File: src/rtl/load_store_unit_if.sv
// Core-side request/response and data-memory bus of the load/store unit.
// The slave modport is the unit's own view; master is the environment side.
interface load_store_unit_if;
    logic        Start;
    logic        IsStore;
    logic [2:0]  func3;
    logic [31:0] Addr;
    logic [31:0] StoreData;
    logic [31:0] LoadData;
    logic        Done;
    logic        Busy;
    logic        Misaligned;
    logic        BusErr;
    logic        MemReq;
    logic        MemWe;
    logic [31:0] MemAddr;
    logic [3:0]  MemBe;
    logic [31:0] MemWData;
    logic [31:0] MemRData;
    logic        MemAck;

    modport slave (
        input  Start, IsStore, func3, Addr, StoreData, MemRData, MemAck,
        output LoadData, Done, Busy, Misaligned, BusErr,
               MemReq, MemWe, MemAddr, MemBe, MemWData
    );

    modport master (
        output Start, IsStore, func3, Addr, StoreData, MemRData, MemAck,
        input  LoadData, Done, Busy, Misaligned, BusErr,
               MemReq, MemWe, MemAddr, MemBe, MemWData
    );
endinterface

File: src/rtl/load_store_unit.sv
// RV32I load/store unit: alignment check, byte enables, req/ack handshake
// with timeout abort, and sign/zero extension of load data.
module load_store_unit #(
    parameter int TIMEOUT = 16
) (
    input  logic               clk,
    input  logic               rst_n,
    load_store_unit_if.slave   bus
);
    typedef enum logic [2:0] {IDLE, REQ, DONE, ERR, ABORT} state_t;

    localparam logic [7:0] TO_LAST = 8'(TIMEOUT - 1);

    state_t      state_q, state_d;
    logic [7:0]  cnt_q, cnt_d;
    logic        is_store_q;
    logic [2:0]  func3_q;
    logic [31:0] addr_q, sdata_q, ldata_q;
    logic        done_q, busy_q, mis_q, berr_q;

    logic        accept, bad_acc, req;
    logic [31:0] rshift, ext;
    logic [3:0]  be;
    logic [31:0] wdata;

    assign accept = (state_q == IDLE) && bus.Start;
    assign req    = (state_q == REQ);

    // Legality is judged on the raw inputs so the decision is made in IDLE.
    always_comb begin
        bad_acc = 1'b0;
        case (bus.func3[1:0])
            2'b01:   bad_acc = bus.Addr[0];
            2'b10:   bad_acc = |bus.Addr[1:0];
            2'b11:   bad_acc = 1'b1;
            default: bad_acc = 1'b0;
        endcase
        if (bus.IsStore && bus.func3[2]) bad_acc = 1'b1;
    end

    always_comb begin
        rshift = bus.MemRData >> {addr_q[1:0], 3'b000};
        case (func3_q[1:0])
            2'b00:   ext = func3_q[2] ? {24'b0, rshift[7:0]}
                                      : {{24{rshift[7]}}, rshift[7:0]};
            2'b01:   ext = func3_q[2] ? {16'b0, rshift[15:0]}
                                      : {{16{rshift[15]}}, rshift[15:0]};
            default: ext = bus.MemRData;
        endcase
    end

    always_comb begin
        case (func3_q[1:0])
            2'b00: begin
                be    = 4'b0001 << addr_q[1:0];
                wdata = {4{sdata_q[7:0]}};
            end
            2'b01: begin
                be    = 4'b0011 << addr_q[1:0];
                wdata = {2{sdata_q[15:0]}};
            end
            default: begin
                be    = 4'b1111;
                wdata = sdata_q;
            end
        endcase
    end

    always_comb begin
        state_d = state_q;
        cnt_d   = cnt_q;
        case (state_q)
            IDLE: begin
                if (bus.Start) begin
                    state_d = bad_acc ? ERR : REQ;
                    cnt_d   = 8'd0;
                end
            end
            REQ: begin
                // Ack takes priority over the final timeout cycle.
                if (bus.MemAck)             state_d = DONE;
                else if (cnt_q == TO_LAST)  state_d = ABORT;
                else                        cnt_d   = cnt_q + 8'd1;
            end
            default: state_d = IDLE;
        endcase
    end

    always_ff @(posedge clk or negedge rst_n) begin
        if (!rst_n) begin
            state_q    <= IDLE;
            cnt_q      <= 8'd0;
            is_store_q <= 1'b0;
            func3_q    <= 3'd0;
            addr_q     <= 32'd0;
            sdata_q    <= 32'd0;
            ldata_q    <= 32'd0;
            done_q     <= 1'b0;
            busy_q     <= 1'b0;
            mis_q      <= 1'b0;
            berr_q     <= 1'b0;
        end else begin
            state_q <= state_d;
            cnt_q   <= cnt_d;
            if (accept) begin
                is_store_q <= bus.IsStore;
                func3_q    <= bus.func3;
                addr_q     <= bus.Addr;
                sdata_q    <= bus.StoreData;
                ldata_q    <= 32'd0;
            end
            if (req && bus.MemAck && !is_store_q) ldata_q <= ext;
            done_q <= (state_d == DONE) || (state_d == ERR) || (state_d == ABORT);
            busy_q <= (state_d != IDLE);
            mis_q  <= (state_d == ERR);
            berr_q <= (state_d == ABORT);
        end
    end

    assign bus.LoadData   = ldata_q;
    assign bus.Done       = done_q;
    assign bus.Busy       = busy_q;
    assign bus.Misaligned = mis_q;
    assign bus.BusErr     = berr_q;

    assign bus.MemReq   = req;
    assign bus.MemWe    = req && is_store_q;
    assign bus.MemAddr  = req ? {addr_q[31:2], 2'b00} : 32'd0;
    assign bus.MemBe    = req ? be : 4'd0;
    assign bus.MemWData = (req && is_store_q) ? wdata : 32'd0;
endmodule

File: src/flat_wrapper.sv
// flat-port wrapper written by rule: the top's interface ports become plain ports
module load_store_unit_flat 
#(
    parameter int TIMEOUT = 16
)
  (clk, rst_n, bus_Start, bus_IsStore, bus_func3, bus_Addr, bus_StoreData, bus_MemRData, bus_MemAck, bus_LoadData, bus_Done, bus_Busy, bus_Misaligned, bus_BusErr, bus_MemReq, bus_MemWe, bus_MemAddr, bus_MemBe, bus_MemWData);
  load_store_unit_if bus_i ();
  input  logic clk;
  input  logic rst_n;
  input wire logic [$bits(bus_i.Start)-1:0] bus_Start;
  input wire logic [$bits(bus_i.IsStore)-1:0] bus_IsStore;
  input wire logic [$bits(bus_i.func3)-1:0] bus_func3;
  input wire logic [$bits(bus_i.Addr)-1:0] bus_Addr;
  input wire logic [$bits(bus_i.StoreData)-1:0] bus_StoreData;
  input wire logic [$bits(bus_i.MemRData)-1:0] bus_MemRData;
  input wire logic [$bits(bus_i.MemAck)-1:0] bus_MemAck;
  output wire logic [$bits(bus_i.LoadData)-1:0] bus_LoadData;
  output wire logic [$bits(bus_i.Done)-1:0] bus_Done;
  output wire logic [$bits(bus_i.Busy)-1:0] bus_Busy;
  output wire logic [$bits(bus_i.Misaligned)-1:0] bus_Misaligned;
  output wire logic [$bits(bus_i.BusErr)-1:0] bus_BusErr;
  output wire logic [$bits(bus_i.MemReq)-1:0] bus_MemReq;
  output wire logic [$bits(bus_i.MemWe)-1:0] bus_MemWe;
  output wire logic [$bits(bus_i.MemAddr)-1:0] bus_MemAddr;
  output wire logic [$bits(bus_i.MemBe)-1:0] bus_MemBe;
  output wire logic [$bits(bus_i.MemWData)-1:0] bus_MemWData;
  assign bus_i.Start = bus_Start;
  assign bus_i.IsStore = bus_IsStore;
  assign bus_i.func3 = bus_func3;
  assign bus_i.Addr = bus_Addr;
  assign bus_i.StoreData = bus_StoreData;
  assign bus_i.MemRData = bus_MemRData;
  assign bus_i.MemAck = bus_MemAck;
  assign bus_LoadData = bus_i.LoadData;
  assign bus_Done = bus_i.Done;
  assign bus_Busy = bus_i.Busy;
  assign bus_Misaligned = bus_i.Misaligned;
  assign bus_BusErr = bus_i.BusErr;
  assign bus_MemReq = bus_i.MemReq;
  assign bus_MemWe = bus_i.MemWe;
  assign bus_MemAddr = bus_i.MemAddr;
  assign bus_MemBe = bus_i.MemBe;
  assign bus_MemWData = bus_i.MemWData;
  load_store_unit #(.TIMEOUT(TIMEOUT)) u_core (.clk(clk), .rst_n(rst_n), .bus(bus_i));
endmodule
File: config.mk
export PLATFORM = sky130hd
export DESIGN_NAME = load_store_unit_flat
export DESIGN_NICKNAME = d
export VERILOG_FILES = /design/src/rtl/load_store_unit_if.sv /design/src/rtl/load_store_unit.sv /design/src/flat_wrapper.sv
export SDC_FILE = /design/constraint.sdc
export NUM_CORES = 1
export LEC_CHECK = 0
export ABC_AREA = 0
export CAP_MARGIN = 20
export CORE_ASPECT_RATIO = 0.7
export CORE_MARGIN = 5
export CORE_UTILIZATION = 60
export DETAILED_ROUTE_END_ITERATION = 6
export DONT_BUFFER_PORTS = 1
export HOLD_SLACK_MARGIN = 0.15
export PLACE_DENSITY_LB_ADDON = 0.2
export SYNTH_ARGS = -nofsm -noshare
export SYNTH_HDL_FRONTEND = slang
export SYNTH_SLANG_ARGS = --single-unit
export TNS_END_PERCENT = 10
File: constraint.sdc
create_clock -name clk -period 2.2 [get_ports clk]
set_clock_uncertainty 0.15 [all_clocks]
set_input_delay 0 -clock clk [delete_from_list [all_inputs] [get_ports clk]]
set_output_delay 0 -clock clk [all_outputs]
set_load 0.01 [all_outputs]
==> flow_summary.toml, run 1 <==
[synthesis]
yosysWarnings = 0
synth-edff-count = 0
netlist.area_leader.share_pct = 50.5
yosys_register_bits = 115
ys_async_sr_fraction_pct = 100
yosysMostFrequentCell = "nand2_1"
synth_cell_types = 51
synth_common_cells = "nand2_1, dfrtp_1, and3_1"
synth_area_sq_mm = 0.00570
synth.largest_area_cell = "dfrtp_1"
ys.flop_type = "dfrtp_1"
syn_area_per_cell_sq_um = 8.64
ys_seq_area_share_pct = 50.5
synth_area_leaders = "dfrtp_1, nand2_1, and3_1"
synthesis.instances = 660

[status]
haltStage = "clock tree synthesis"
outcome = "stopped before the end"
tool.error = "[ERROR RSZ-0060] Max buffer count reached."

[clock_tree]
cts_buffers = 17
post_cts_resized = 1
hold_buffers = 164
root_buffer = "clkbuf_16"
htree_levels = 4
post_cts_buffers = 0
clockBufferDepth = 2
cts_sinks = 115

[die]
io_pins = 210
die_h_um = 91.6
num_rows = 29
die_x_um = 127
start_util_pct = 62.1

[place]
dp_hpwl_um = 11300
place.gp.congestion = 0.870
dp_cells = 782
place.port_buffers = 0
place_area_sq_mm = 0.00600
dp_slack_ns = 0.186
cells by family after synthesis:
family / Yosys count / share of synthesized area (%)
AOI/OAI and AO/OA: 108 / 13.1
xor gates and xnor gates: 4 / 0.614
adders and majority gates: 1 / 0.219
buffers and inverters: 61 / 4.72
DFF: 115 / 50.5
muxes: 21 / 4.19
other: 1 / 0.0658
and+or+nand+nor: 349 / 26.6
metrics by stage:
| step | hold slack [ns] | utilization, % |
|---|---|---|
| 3_5_place_dp | -0.441 | 65.4 |
| 3_3_place_gp | -0.442 | 65.4 |
| 2_1_floorplan | -0.446 | - |
==> run 2: changes to the inputs <==
--- a/config.mk
+++ b/config.mk
@@ -7,13 +7,11 @@
 export LEC_CHECK = 0
 export ABC_AREA = 0
 export CAP_MARGIN = 20
-export CORE_ASPECT_RATIO = 0.7
 export CORE_MARGIN = 5
-export CORE_UTILIZATION = 60
+export CORE_UTILIZATION = 40
 export DETAILED_ROUTE_END_ITERATION = 6
 export DONT_BUFFER_PORTS = 1
-export HOLD_SLACK_MARGIN = 0.15
-export PLACE_DENSITY_LB_ADDON = 0.2
+export PLACE_DENSITY_LB_ADDON = 0.15
 export SYNTH_ARGS = -nofsm -noshare
 export SYNTH_HDL_FRONTEND = slang
 export SYNTH_SLANG_ARGS = --single-unit
==> run 2 against run 1 <==
  * The flow now finishes, with violations (hold timing)
  * Synthesized cell count stayed put
  * Area after synthesis stayed put
==> flow_summary.toml, run 2 <==
[status]
outcome = "finished, violations left"
violations = "hold timing"

[global_routing]
busiest_layer = "met2"
grt_max_degree = 116
use_met2_pct = 35.6
grt_pass1_vias = 5451
met1_usage_pct = 28.1
grtUsageTotal_pct = 21.9
globalRouteOverflowTotal = 0
met3_usage_pct = 6.35
grt_pass1_wl_um = 28600
antenna_found_initial = 2

[timing]
setup_viol = 0
setup_ws_ns = 0.110
fmax_mhz = 478
tightest_slew_ns = 1.08
finalCritPeriodShare_pct = 95.0
tns_ns = 0
period_minus_slack_ns = 2.09
maxSlewHeadroom_pct = 27.6
rsz0062_at_grt = "false"
holdWs_ns = -0.862
drv_slew = 0
hold_viol_final = 115

[synthesis]
yosys_register_bits = 115
synth_area_leaders = "dfrtp_1, nand2_1, and3_1"
synth-edff-count = 0
netlist.area_leader.share_pct = 50.5
ys_seq_area_share_pct = 50.5
yosysMostFrequentCell = "nand2_1"
synthesis.instances = 660
ys_async_sr_fraction_pct = 100
syn_area_per_cell_sq_um = 8.64
synth.largest_area_cell = "dfrtp_1"
ys.flop_type = "dfrtp_1"
yosysWarnings = 0
synth_common_cells = "nand2_1, dfrtp_1, and3_1"
synth_cell_types = 51
synth_area_sq_mm = 0.00570

[drt]
dr.pass1.iters = 5
drtAntennaViolNets = 0
post_drt_wl_per_cell_um = 18.3
drc = 0
viasPerCell = 5.36
drt-total-wl_um = 17900
vias = 5240
drt_iter0_markers = 461

[clock_tree]
clockBufferDepth = 2
htree_levels = 4
cts_buffers = 17
cts_sinks = 115
tritoncts = "yes"
clkLatencyLatePin_ns = 0.41
hold_buffers = 102
root_buffer = "clkbuf_16"
path_clk_slew_ns = 0.06

[critical_path]
max_stage_delay_ns = 0.50
path_depth = 5
critPathTopFamily = "flip-flops"
worstPathRequired_ns = 2.05
critPathKind = "flip-flop to primary output"
cp_slowest_cell = "dfrtp_2"
setup.worst_path.end_class = "primary output"
worstPathArrival_ns = 1.94
r2r_cells = 5
path_buf_inv = 2
path_cells = "buf_4 > or2_2 > nand2_1 > a21oi_1 > buf_4"
cp-start-kind = "flip-flop"
cpMostUsedCell = "buf_4"
path_max_fanout = 17

[finish]
layout_common_cells = "nand2_1, dfrtp_1, dlygate4sd3_1, buf_4, and3_1"
drive_gt1_share_pct = 12.4
postLayoutCoreUtil_pct = 55.9
layout.nets = 888
syn_to_final_growth_pct = 36.6
final_common_cell = "nand2_1"

[place]
place.gp.congestion = 0.845
dp_hpwl_um = 12100
dp_slack_ns = 0.139
place.port_buffers = 0

[flow_run]
cap_viol_max_count = 0

[pwr]
p_total_uw = 10800
p_leak_uw = 0.00388
vdd_drop_max_mv = 0.653
powerDensity_mw_per_mm2 = 1380

[die]
start_util_pct = 40.9
core_area_sq_mm = 0.0139
die_h_um = 129
io_pins = 210
num_rows = 43
die_x_um = 129
dieArea_sq_mm = 0.0167

[min_path]
hold_class = "primary input to asynchronous set/reset pin"
## run 2: cell counts after synthesis
Identical to the previous run, type by type.
## run 2: layer usage
metal | vias up | share of wire, %
met3 | 23 | 8.2
met5 | - | 0
met1 | 2536 | 41
met4 | 0 | 1.9
met2 | 203 | 49
li1 | 2478 | -
## run 2: path summary, 6_finish.rpt
| kind | startpoint | to | slack, ns |
|---|---|---|---|
| min in group clk | bus_MemAck | u_core.bus.LoadData[7] | 0.03 |
| max in group asynchronous | rst_n | u_core.sdata_q[9] | 2.58 |
| hold / removal | rst_n | u_core.bus.LoadData[0] | -0.86 |
| hold reg to reg | u_core.addr_q[16] | u_core.addr_q[16] | 0.32 |
| setup / recovery | u_core.func3_q[1] | bus_MemWData[13] | 0.11 |
| setup reg to reg | u_core.addr_q[0] | u_core.bus.LoadData[7] | 0.15 |
## run 2: timing repair
| action | CTS | global route |
|---|---|---|
| endpoints found under the setup margin | 9 | 42 |
| setup buffers | 0 | 2 |
| pin swaps | 0 | 1 |
| resized for setup | 2 | 8 |
| hold endpoints to repair | 229 | 115 |
## run 2: kinds of logic after synthesis
group	synth area share, %
AOI/OAI and AO/OA	13.1
xor gates and xnor gates	0.614
adders and majority gates	0.219
buffers and inverters	4.72
DFF	50.5
muxes	4.19
other	0.0658
and+or+nand+nor	26.6
## run 2: power breakdown
part | total (uW) | switching [uW] | internal (uW) | leakage (uW)
Clock | 2900 | 973 | 1920 | 0.000305
Sequential | 3800 | 818 | 2990 | 0.00147
Combinational | 4090 | 2420 | 1660 | 0.00210
Total | 10800 | 4210 | 6570 | 0.00388
## run 2: cell type report
cell class              instances  area [sq um]
diodes                          2          5.00
repair buffers                152          1430
inverters                      12          45.0
flip-flops and latches        115          2880
clock buffers                  23           498
multi-input cells             485          2580
fillers                      1271          6140
well taps                     180           225
clock inverters                 9           125
## run 2: metrics by stage
| step | cells | area, sq um |
|---|---|---|
| after floorplan | 661 | 5710 |
| final | 978 | 7790 |
| after detailed placement | 840 | 6100 |
| after global placement | 839 | 6090 |
| after CTS | 974 | 7750 |
| after global routing | 978 | 7790 |
Note: power is estimated with default switching activity, not from simulation.
